`src/rtl/pisa_alu_pkg.sv`:
```
// Opcode set and shared constants for the shared-ALU issue path.
// op_legal() marks which opcodes the ALU actually implements.
package pisa_alu_pkg;

    localparam int ALU_W = 32;
    localparam logic [3:0] IDLE_OP = 4'b1111;

    typedef enum logic [3:0] {
        ADD = 4'b0000,
        SUB = 4'b0001,
        MUL = 4'b0010,
        AND = 4'b0100,
        OR  = 4'b0110,
        XOR = 4'b0111,
        SLL = 4'b1000,
        SRL = 4'b1001,
        SRA = 4'b1010
    } alu_op_e;

    function automatic logic op_legal(logic [3:0] op);
        case (op)
            ADD, SUB, MUL, AND, OR, XOR, SLL, SRL, SRA: return 1'b1;
            default: return 1'b0;
        endcase
    endfunction

endpackage

```
`src/rtl/alu_rr_arbiter.sv`:
```
// Round-robin arbiter: scans upward from ptr with wrap, grants first requester.
// ptr moves past the winner only when a grant is actually issued.
module alu_rr_arbiter #(
    parameter int N = 4,
    parameter int IW = $clog2(N)
) (
    input  logic          clk,
    input  logic          rst,
    input  logic [N-1:0]  req,
    input  logic          en,
    output logic [N-1:0]  gnt,
    output logic [IW-1:0] idx,
    output logic          any
);
    localparam int SW = IW + 1;

    logic [IW-1:0] ptr;

    always_comb begin
        logic [SW-1:0] s;
        logic [IW-1:0] j;
        gnt = '0;
        idx = '0;
        any = 1'b0;
        s   = '0;
        j   = '0;
        for (int k = 0; k < N; k++) begin
            s = {1'b0, ptr} + SW'(k);
            if (s >= SW'(N))
                s = s - SW'(N);
            j = s[IW-1:0];
            if (en && !any && req[j]) begin
                any    = 1'b1;
                idx    = j;
                gnt[j] = 1'b1;
            end
        end
    end

    always_ff @(posedge clk) begin
        if (rst)
            ptr <= '0;
        else if (any)
            ptr <= (idx == IW'(N - 1)) ? '0 : idx + 1'b1;
    end

endmodule

```
`src/rtl/alu_issue_arbiter.sv`:
```
// Shares one registered ALU between NUM_REQ requesters with round-robin issue
// and a credit-checked tagged response FIFO (issue-to-response latency 2).
module alu_issue_arbiter
    import pisa_alu_pkg::*;
#(
    parameter int NUM_REQ   = 4,
    parameter int RSP_DEPTH = 2,
    parameter int ID_W      = $clog2(NUM_REQ)
) (
    input  logic                     clk,
    input  logic                     rst,
    input  logic [NUM_REQ-1:0]       req_valid,
    output logic [NUM_REQ-1:0]       req_ready,
    input  logic [NUM_REQ*4-1:0]     req_op,
    input  logic [NUM_REQ*ALU_W-1:0] req_a,
    input  logic [NUM_REQ*ALU_W-1:0] req_b,
    output logic [3:0]               alu_opcode,
    output logic [ALU_W-1:0]         alu_a,
    output logic [ALU_W-1:0]         alu_b,
    input  logic [ALU_W-1:0]         alu_result,
    output logic                     rsp_valid,
    input  logic                     rsp_ready,
    output logic [ID_W-1:0]          rsp_id,
    output logic [ALU_W-1:0]         rsp_data,
    output logic                     rsp_illegal
);
    localparam int CW = $clog2(RSP_DEPTH + 1);
    localparam int PW = $clog2(RSP_DEPTH);

    logic [3:0]       ops  [NUM_REQ];
    logic [ALU_W-1:0] opa  [NUM_REQ];
    logic [ALU_W-1:0] opb  [NUM_REQ];

    for (genvar i = 0; i < NUM_REQ; i++) begin : g_unpack
        assign ops[i] = req_op[i*4 +: 4];
        assign opa[i] = req_a[i*ALU_W +: ALU_W];
        assign opb[i] = req_b[i*ALU_W +: ALU_W];
    end

    logic [CW-1:0]    count;
    logic [PW-1:0]    rd_ptr;
    logic [PW-1:0]    wr_ptr;
    logic [ID_W-1:0]  fifo_id   [RSP_DEPTH];
    logic [ALU_W-1:0] fifo_data [RSP_DEPTH];
    logic             fifo_ill  [RSP_DEPTH];

    logic             infl;
    logic             infl_ill;
    logic [ID_W-1:0]  infl_id;

    logic             pop;
    logic             push;
    logic             can_issue;
    logic             issue;
    logic [ID_W-1:0]  win;

    function automatic logic [PW-1:0] nxt(logic [PW-1:0] p);
        return (p == PW'(RSP_DEPTH - 1)) ? '0 : p + 1'b1;
    endfunction

    assign pop  = rsp_valid & rsp_ready;
    assign push = infl;

    // Credit counts the in-flight op so its capture slot is always reserved.
    assign can_issue =
        (int'(count) + int'(infl) - int'(pop)) < RSP_DEPTH;

    alu_rr_arbiter #(
        .N  (NUM_REQ),
        .IW (ID_W)
    ) u_arb (
        .clk (clk),
        .rst (rst),
        .req (req_valid),
        .en  (can_issue & ~rst),
        .gnt (req_ready),
        .idx (win),
        .any (issue)
    );

    always_comb begin
        alu_opcode = IDLE_OP;
        alu_a      = '0;
        alu_b      = '0;
        if (issue) begin
            alu_opcode = ops[win];
            alu_a      = opa[win];
            alu_b      = opb[win];
        end
    end

    always_ff @(posedge clk) begin
        if (rst) begin
            infl     <= 1'b0;
            infl_id  <= '0;
            infl_ill <= 1'b0;
            rd_ptr   <= '0;
            wr_ptr   <= '0;
            count    <= '0;
        end else begin
            infl     <= issue;
            infl_id  <= issue ? win : '0;
            infl_ill <= issue & ~op_legal(ops[win]);
            if (push) begin
                fifo_id[wr_ptr]   <= infl_id;
                fifo_data[wr_ptr] <= infl_ill ? '0 : alu_result;
                fifo_ill[wr_ptr]  <= infl_ill;
                wr_ptr            <= nxt(wr_ptr);
            end
            if (pop)
                rd_ptr <= nxt(rd_ptr);
            count <= count + CW'(push) - CW'(pop);
        end
    end

    assign rsp_valid   = (count != '0);
    assign rsp_id      = rsp_valid ? fifo_id[rd_ptr] : '0;
    assign rsp_data    = rsp_valid ? fifo_data[rd_ptr] : '0;
    assign rsp_illegal = rsp_valid ? fifo_ill[rd_ptr] : 1'b0;

    a_onehot: assert property (@(posedge clk) disable iff (rst)
        $onehot0(req_ready));

    a_count: assert property (@(posedge clk) disable iff (rst)
        int'(count) <= RSP_DEPTH);

    a_no_ovf: assert property (@(posedge clk) disable iff (rst)
        !(push && int'(count) == RSP_DEPTH));

    a_stable: assert property (@(posedge clk) disable iff (rst)
        (rsp_valid && !rsp_ready) |=>
            ($stable(rsp_id) && $stable(rsp_data) && $stable(rsp_illegal)));

endmodule

```
`config.mk`:
```
export PLATFORM = sky130hd
export DESIGN_NAME = alu_issue_arbiter
export DESIGN_NICKNAME = d
export VERILOG_FILES = /design/src/rtl/pisa_alu_pkg.sv /design/src/rtl/alu_rr_arbiter.sv /design/src/rtl/alu_issue_arbiter.sv
export SDC_FILE = /design/constraint.sdc
export NUM_CORES = 1
export LEC_CHECK = 0
export ABC_AREA = 1
export CAP_MARGIN = 20
export CORE_AREA = 4 4 161 163
export DETAILED_ROUTE_END_ITERATION = 16
export DIE_AREA = 0 0 165 167
export PLACE_DENSITY = 0.72
export SYNTH_ARGS = -nofsm -noshare
export SYNTH_HDL_FRONTEND = slang
export SYNTH_SLANG_ARGS = --single-unit
```
`constraint.sdc`:
```
create_clock -name clk -period 6.3 [get_ports clk]
set_input_delay 0.945 -clock clk [delete_from_list [all_inputs] [get_ports clk]]
set_output_delay 0.945 -clock clk [all_outputs]
set_load 0.01 [all_outputs]
```
==> flow_summary.yaml, run 1 <==
global_routing:
  grt_max_degree: 68
  grt_first_pass_wirelength_mm: 42.08
  antenna_found_initial: 4
  grt_overflow: 0
  first_global_vias: 7326
  track_usage_pct: 19.67
synthesis:
  async_reset_ff_share_pct: 0
  synth_seq_area_share_pct: 38.00
  ys_warn_count: 0
  synth_edf_count: 70
  synth_fa_ha_area_share_pct: 1.761
  synth_ff_type: "edfxtp_1"
  synth-simple-area-share_pct: 22.54
  synth_fp_nets: 1195
  synth_xor_area_share_pct: 0.1433
  synth_top_family_by_area: "compound AO/OA/AOI/OAI gates"
  synth_seq_cells: 81
  synth_compound_area_share_pct: 28.44
  syn_inst: 876
  synthDistinctLibCells: 31
  synthMuxAreaShare_pct: 0
  netlist_area_um2: 6111
  synth_area_per_cell_um2: 6.976
finish:
  nets: 1583
  final_cell_mix: "417 x clkdlybuf4s50_1, 171 x nor2_1, 133 x nand2_1, 104 x a21oi_1, 87 x o21ai_0"
  syn_to_final_growth_pct: 79.81
  drive_gt1_share_pct: 4.255
  final_common_cell: "clkdlybuf4s50_1"
setup_path:
  worst_setup_path_end_kind: "output port"
  crit_family: "buffers and inverters"
  worstPathCellList: "clkdlybuf4s50_1 > nand2_1 > xor2_1 > ha_1 > inv_1 > fa_1 > nand3_1 > nand2_1 > nand2_1 > nor2_2 > nand2_1 > nand2_2 > nand2_2 > nand2_8 > buf_16 > o21ai_0 > o21bai_1 > a21oi_1 > clkdlybuf4s50_1"
  cp_slowest_cell: "clkdlybuf4s50_1"
  crit_type: "input port to output port"
  crit_path_max_fanout: 63
  max_stage_delay_ns: 0.68
  cp.arrival_ns: 4.99
  critPathMostFrequentCell: "nand2_1"
  cp-start-kind: "input port"
  worstPathRequired_ns: 5.35
  cp_num_buf_inv: 4
placed_design:
  hpwlAfterDp_mm: 22.65
  portBuffers: 418
  pre_cts_ws_ns: 0.2959
  gp_congestion: 0.9686
sta:
  setup_viol: 0
  rsz0062_at_grt: "false"
  maxSlewViolCount: 0
  fin_tns_setup_ns: 0
  final_hold_viol_count: 0
  worst_slew_pin_slew_ns: 1.038
  slew_headroom_pct: 30.63
  fmax_mhz: 168.4
  finalCriticalPeriod_ns: 5.937
  worst_slack_ns: 0.3628
  skew_ns: 0.004121
  period_share_pct: 94.24
power_and_ir_drop:
  leakagePower_uw: 0.004198
  powerDensity_nw_per_um2: 530.9
  peakVddDrop_uv: 318.0
job:
  drv_cap: 0
clock_tree:
  insertion_delay_ns: 0.32
  cts_buffers: 9
  cts_tree: "built"
  cts_buffer_depth: 2
  cts_root_buffer: "clkbuf_16"
  path_clk_slew_ns: 0.05
  clock-sinks: 81
  htreeDepth: 3
  cts_hold_buf: 0
route:
  ant_nets: 0
  totalWireLength_mm: 28.86
  drtIter0Drc: 416
  first_pass_iters: 5
  drc: 0
  vias: 7427
  via_per_inst: 4.654
  wl_per_cell_um: 18.08
die:
  chipHeight_um: 167
  dieArea_um2: 27560
  rows: 57
  start_util_pct: 25.13
  die_x_um: 165
  io_pins: 419
  coreArea_um2: 24320
worst_hold_path:
  min_path_type: "flop to flop"
outcome:
  status: "finished clean"
[synth_stat cells (2+ instances only)]
cell / number / area [um2]
nor2_1: 176 / 660.6
nand2_1: 133 / 499.2
a21oi_1: 104 / 520.5
o21ai_0: 87 / 435.4
edfxtp_1: 70 / 2102
inv_1: 64 / 240.2
o21bai_1: 64 / 480.5
o21ai_1: 47 / 235.2
buf_2: 28 / 140.1
clkbuf_1: 28 / 105.1
nand3_1: 23 / 115.1
dfxtp_1: 11 / 220.2
ha_1: 7 / 87.58
nand2_2: 7 / 43.79
buf_4: 5 / 37.54
a221oi_1: 2 / 17.52
a31oi_1: 2 / 12.51
buf_6: 2 / 22.52
inv_2: 2 / 7.510
nand4_1: 2 / 12.51
o22ai_1: 2 / 12.51
[timing repair]
| item | 4_1_cts | 5_1_grt |
|---|---|---|
| setup buffers | 0 | 1 |
| setup endpoints to repair | 0 | 67 |
| resized for setup | 0 | 4 |
[metrics by stage]
| stage | power (uW) | area [um2] | std cells | util [%] | hold slack (ns) |
|---|---|---|---|---|---|
| after floorplan | 3239 | 6111 | 876 | - | 0.4037 |
| after global placement | 5372 | 10660 | 1574 | 43.83 | 0.4153 |
| after detailed placement | 5377 | 10660 | 1574 | 43.83 | 0.4205 |
| after CTS | 5862 | 10920 | 1590 | 44.89 | 0.4334 |
| after global routing | 6351 | 10990 | 1596 | 45.18 | 0.4471 |
| final | 5834 | 10990 | 1596 | 45.18 | 0.4297 |
[worst reg2reg max path: stages, from the launching register on]
cell and delay [ns]:
dfxtp_1 0.55, nor2_4 0.05, inv_1 0.07, nand2_1 0.11
xor2_1 0.16, ha_1 0.18, inv_1 0.06, fa_1 0.51
nand3_1 0.10, nand2_1 0.12, nand2_1 0.13, nor2_2 0.25
nand3_1 0.22, nand2_2 0.19, nand2_4 0.24, buf_12 0.27
nand2_1 0.09, nand3_1 0.08, nand2_1 0.08, nand2_1 0.05
nand2_1 0.05, nand2_1 0.04, nor2_1 0.12
[cell families after synthesis]
logic type                 after synthesis
DFF                                     81
and+or+nand+nor                        346
xor gates and xnor gates                 1
buffers and inverters                  130
AOI/OAI and AO/OA                      310
adders and majority gates                8
[registers in the layout, indices dropped and copies added, names as in the netlist, named ones only]
signal and flops:
infl_ill 1, fifo_data 64, count 2, infl_id 2, wr_ptr 1, fifo_ill 2, fifo_id 4, infl 1
rd_ptr 1, u_arb.ptr 2
[layout make-up]
cell class,instances,area [um2]
multi-input combinational,666,3289
sequential,81,2322
timing repair buffer,439,4454
tap,324,405.4
clock inverter,3,17.52
antenna,3,7.507
clock buffer,13,240.2
inverter,67,251.5
fill,2399,13330
[path summary, 6_finish.rpt]
path / from / end / slack (ns) / depth (start not counted)
max: rsp_ready / alu_b[27] / 0.36 / 19
min reg2reg: infl_id[0]$_SDFF_PP0_ / fifo_id[0][0]$_DFFE_PP_ / 0.43 / 0
min: infl_id[0]$_SDFF_PP0_ / fifo_id[0][0]$_DFFE_PP_ / 0.43 / 0
max reg2reg: count[1]$_SDFF_PP0_ / infl_ill$_SDFF_PP0_ / 2.49 / 22
[metal layers]
layer,vias up,global-route usage [%],wire [um]
met1,3349,23.14,11060
met2,309,34.50,14590
li1,3723,-,-
met4,0,5.859,794
met5,-,0,0
met3,46,5.536,2408
[where the power goes]
part,switching (uW),internal (uW)
Combinational,2550,2070
Clock,183,266
Sequential,43.3,723
Total,2780,3060
No activity file was read; power rests on OpenSTA's default activity.
==> run 2: changes to the inputs <==
Settings changed: PLACE_DENSITY 0.72 to unset.
==> flow_summary.yaml, run 2 (same netlist as run 1, synthesis figures left out) <==
outcome:
  status: "finished clean"
worst_hold_path:
  hp-start: "infl_id[1]$_SDFF_PP0_"
  whs_endpoint: "fifo_id[0][1]$_DFFE_PP_"
  min_path_type: "flop to flop"
  hold_path_depth: 0
setup_path:
  crit_family: "buffers and inverters"
  worst-r2r-cell-count: 23
  critPathMostFrequentCell: "nand2_1"
  r2r-end: "infl_ill$_SDFF_PP0_"
  cp-start-kind: "input port"
  crit_path_max_fanout: 59
  crit_type: "input port to output port"
  worstPathCellList: "clkdlybuf4s50_1 > nand2_1 > xor2_1 > ha_1 > inv_1 > fa_1 > nand3_1 > nand2_1 > nand2_1 > nor2_1 > nand2_1 > nand2_1 > nand2_1 > nand2_4 > buf_12 > o21ai_0 > o21bai_1 > a21oi_1 > clkdlybuf4s50_1"
  worstPathRequired_ns: 5.35
  max_stage_delay_ns: 0.62
  cp_num_buf_inv: 4
  cp_slowest_cell: "clkdlybuf4s50_1"
  r2r-start: "count[1]$_SDFF_PP0_"
  worst_setup_path_end_kind: "output port"
  rrSetupSlack_ns: 2.60
  cp.arrival_ns: 5.01
clock_tree:
  cts_hold_buf: 0
  cts_buffer_depth: 2
  cts_root_buffer: "clkbuf_16"
  insertion_delay_ns: 0.33
  clock-sinks: 81
  htreeDepth: 3
  cts_buffers: 9
  cts_tree: "built"
  path_clk_slew_ns: 0.06
route:
  drc: 0
  met2_wirelength_mm: 15.50
  via_per_inst: 4.622
  totalWireLength_mm: 30.54
  wl_per_cell_um: 19.16
  drtIter0Drc: 427
  first_pass_iters: 5
  vias: 7368
  wl_met3_mm: 2.590
  ant_nets: 0
  top_layer: "met4"
  wl_met1_mm: 11.78
die:
  start_util_pct: 25.13
  chipHeight_um: 167
  die_x_um: 165
  coreArea_um2: 24320
  rows: 57
  io_pins: 419
  dieArea_um2: 27560
finish:
  fin_cells: 1594
  syn_to_final_growth_pct: 79.50
  nets: 1579
  design_area_um2: 10970
  final_cell_mix: "417 x clkdlybuf4s50_1, 172 x nor2_1, 133 x nand2_1, 104 x a21oi_1, 87 x o21ai_0"
  regMostFlops: "fifo_data"
  fillers: 2474
  final_common_cell: "clkdlybuf4s50_1"
  reg_top3: "fifo_data: 64 flops, fifo_id: 4 flops"
  largest_reg_flops: 64
  drive_gt1_share_pct: 4.111
power_and_ir_drop:
  leakagePower_uw: 0.004182
  peakVddDrop_uv: 329.4
  powerDensity_nw_per_um2: 532.5
  power_uw: 5841
sta:
  fmax_mhz: 168.0
  holdWs_ns: 0.4305
  fin_tns_setup_ns: 0
  maxSlewViolCount: 0
  slew_headroom_pct: 59.76
  setup_viol: 0
  worst_slew_pin_slew_ns: 0.5999
  skew_ns: 0.007329
  period_share_pct: 94.49
  rsz0062_at_grt: "false"
  finalCriticalPeriod_ns: 5.953
  final_hold_viol_count: 0
placed_design:
  place_area_um2: 10640
  dpl.cell_count: 1572
  hpwlAfterDp_mm: 24.03
  portBuffers: 418
  gp_congestion: 0.9114
global_routing:
  track_usage_pct: 20.86
  grt_first_pass_wirelength_mm: 43.71
  first_global_vias: 7254
  antenna_found_initial: 5
  grt_overflow: 0
  grt_max_degree: 60
job:
  drv_cap: 0
-- run 2: metal layers --
metal | vias up | global-route usage (%)
met5 | - | 0
met4 | 0 | 5.533
met3 | 35 | 7.019
met2 | 260 | 36.59
met1 | 3352 | 24.10
li1 | 3721 | -
-- run 2: area by class of cell --
cell class	instances	area (um2)	area share [%]
well taps	324	405.4	3.696
diodes	5	12.51	0.1141
inverters	67	251.5	2.293
repair buffers	436	4415	40.25
clock buffers	9	225.2	2.053
flip-flops and latches	81	2322	21.17
clock inverters	7	70.07	0.6388
multi-input cells	665	3267	29.78
-- run 2: worst register-to-register path, cell delays in order (launching register included) --
cell	delay [ns]
dfxtp_1	0.37
nor2_2	0.14
inv_1	0.06
nand2_1	0.14
xor2_1	0.16
ha_1	0.18
inv_1	0.05
fa_1	0.51
nand3_1	0.10
nand2_1	0.12
nand2_1	0.13
nor2_1	0.22
nand2_1	0.10
nand2_2	0.16
nand2_2	0.12
nand2_4	0.14
buf_4	0.37
nand2_1	0.11
nand3_1	0.11
nand2_1	0.08
inv_1	0.07
nand2_1	0.05
nand2_1	0.05
nor2_1	0.05
-- run 2: how the worst max path moves through the flow --
stage / startpoint / slack (ns) / endpoint / depth (start not counted)
4_1_cts: rsp_ready / 0.23 / alu_b[2] / 16
2_1_floorplan: rsp_ready / 1.88 / alu_a[17] / 19
6_report: rsp_ready / 0.35 / alu_b[17] / 19
5_1_grt: rsp_ready / 0.005 / alu_b[28] / 19
3_3_place_gp: rsp_ready / 0.26 / alu_b[2] / 16
3_5_place_dp: rsp_ready / 0.26 / alu_b[2] / 16
-- run 2: per-stage QoR --
stage / worst slack [ns] / util [%]
after floorplan: 1.878 / -
after global routing: 0.005441 / 45.10
after global placement: 0.2642 / 43.62
final: 0.3473 / 45.10
after CTS: 0.2335 / 44.95
after detailed placement: 0.2650 / 43.73
-- run 2: repair_timing --
action	4_1_cts	5_1_grt
setup buffers	0	0
resized for setup	0	2
setup endpoints to repair	0	9
hold endpoints to repair	0	0
-- run 2: where the power goes --
group          switching (uW)  internal, uW
sequential               38.1           721
clock                     198           306
combinational            2580          2000
total                    2810          3030
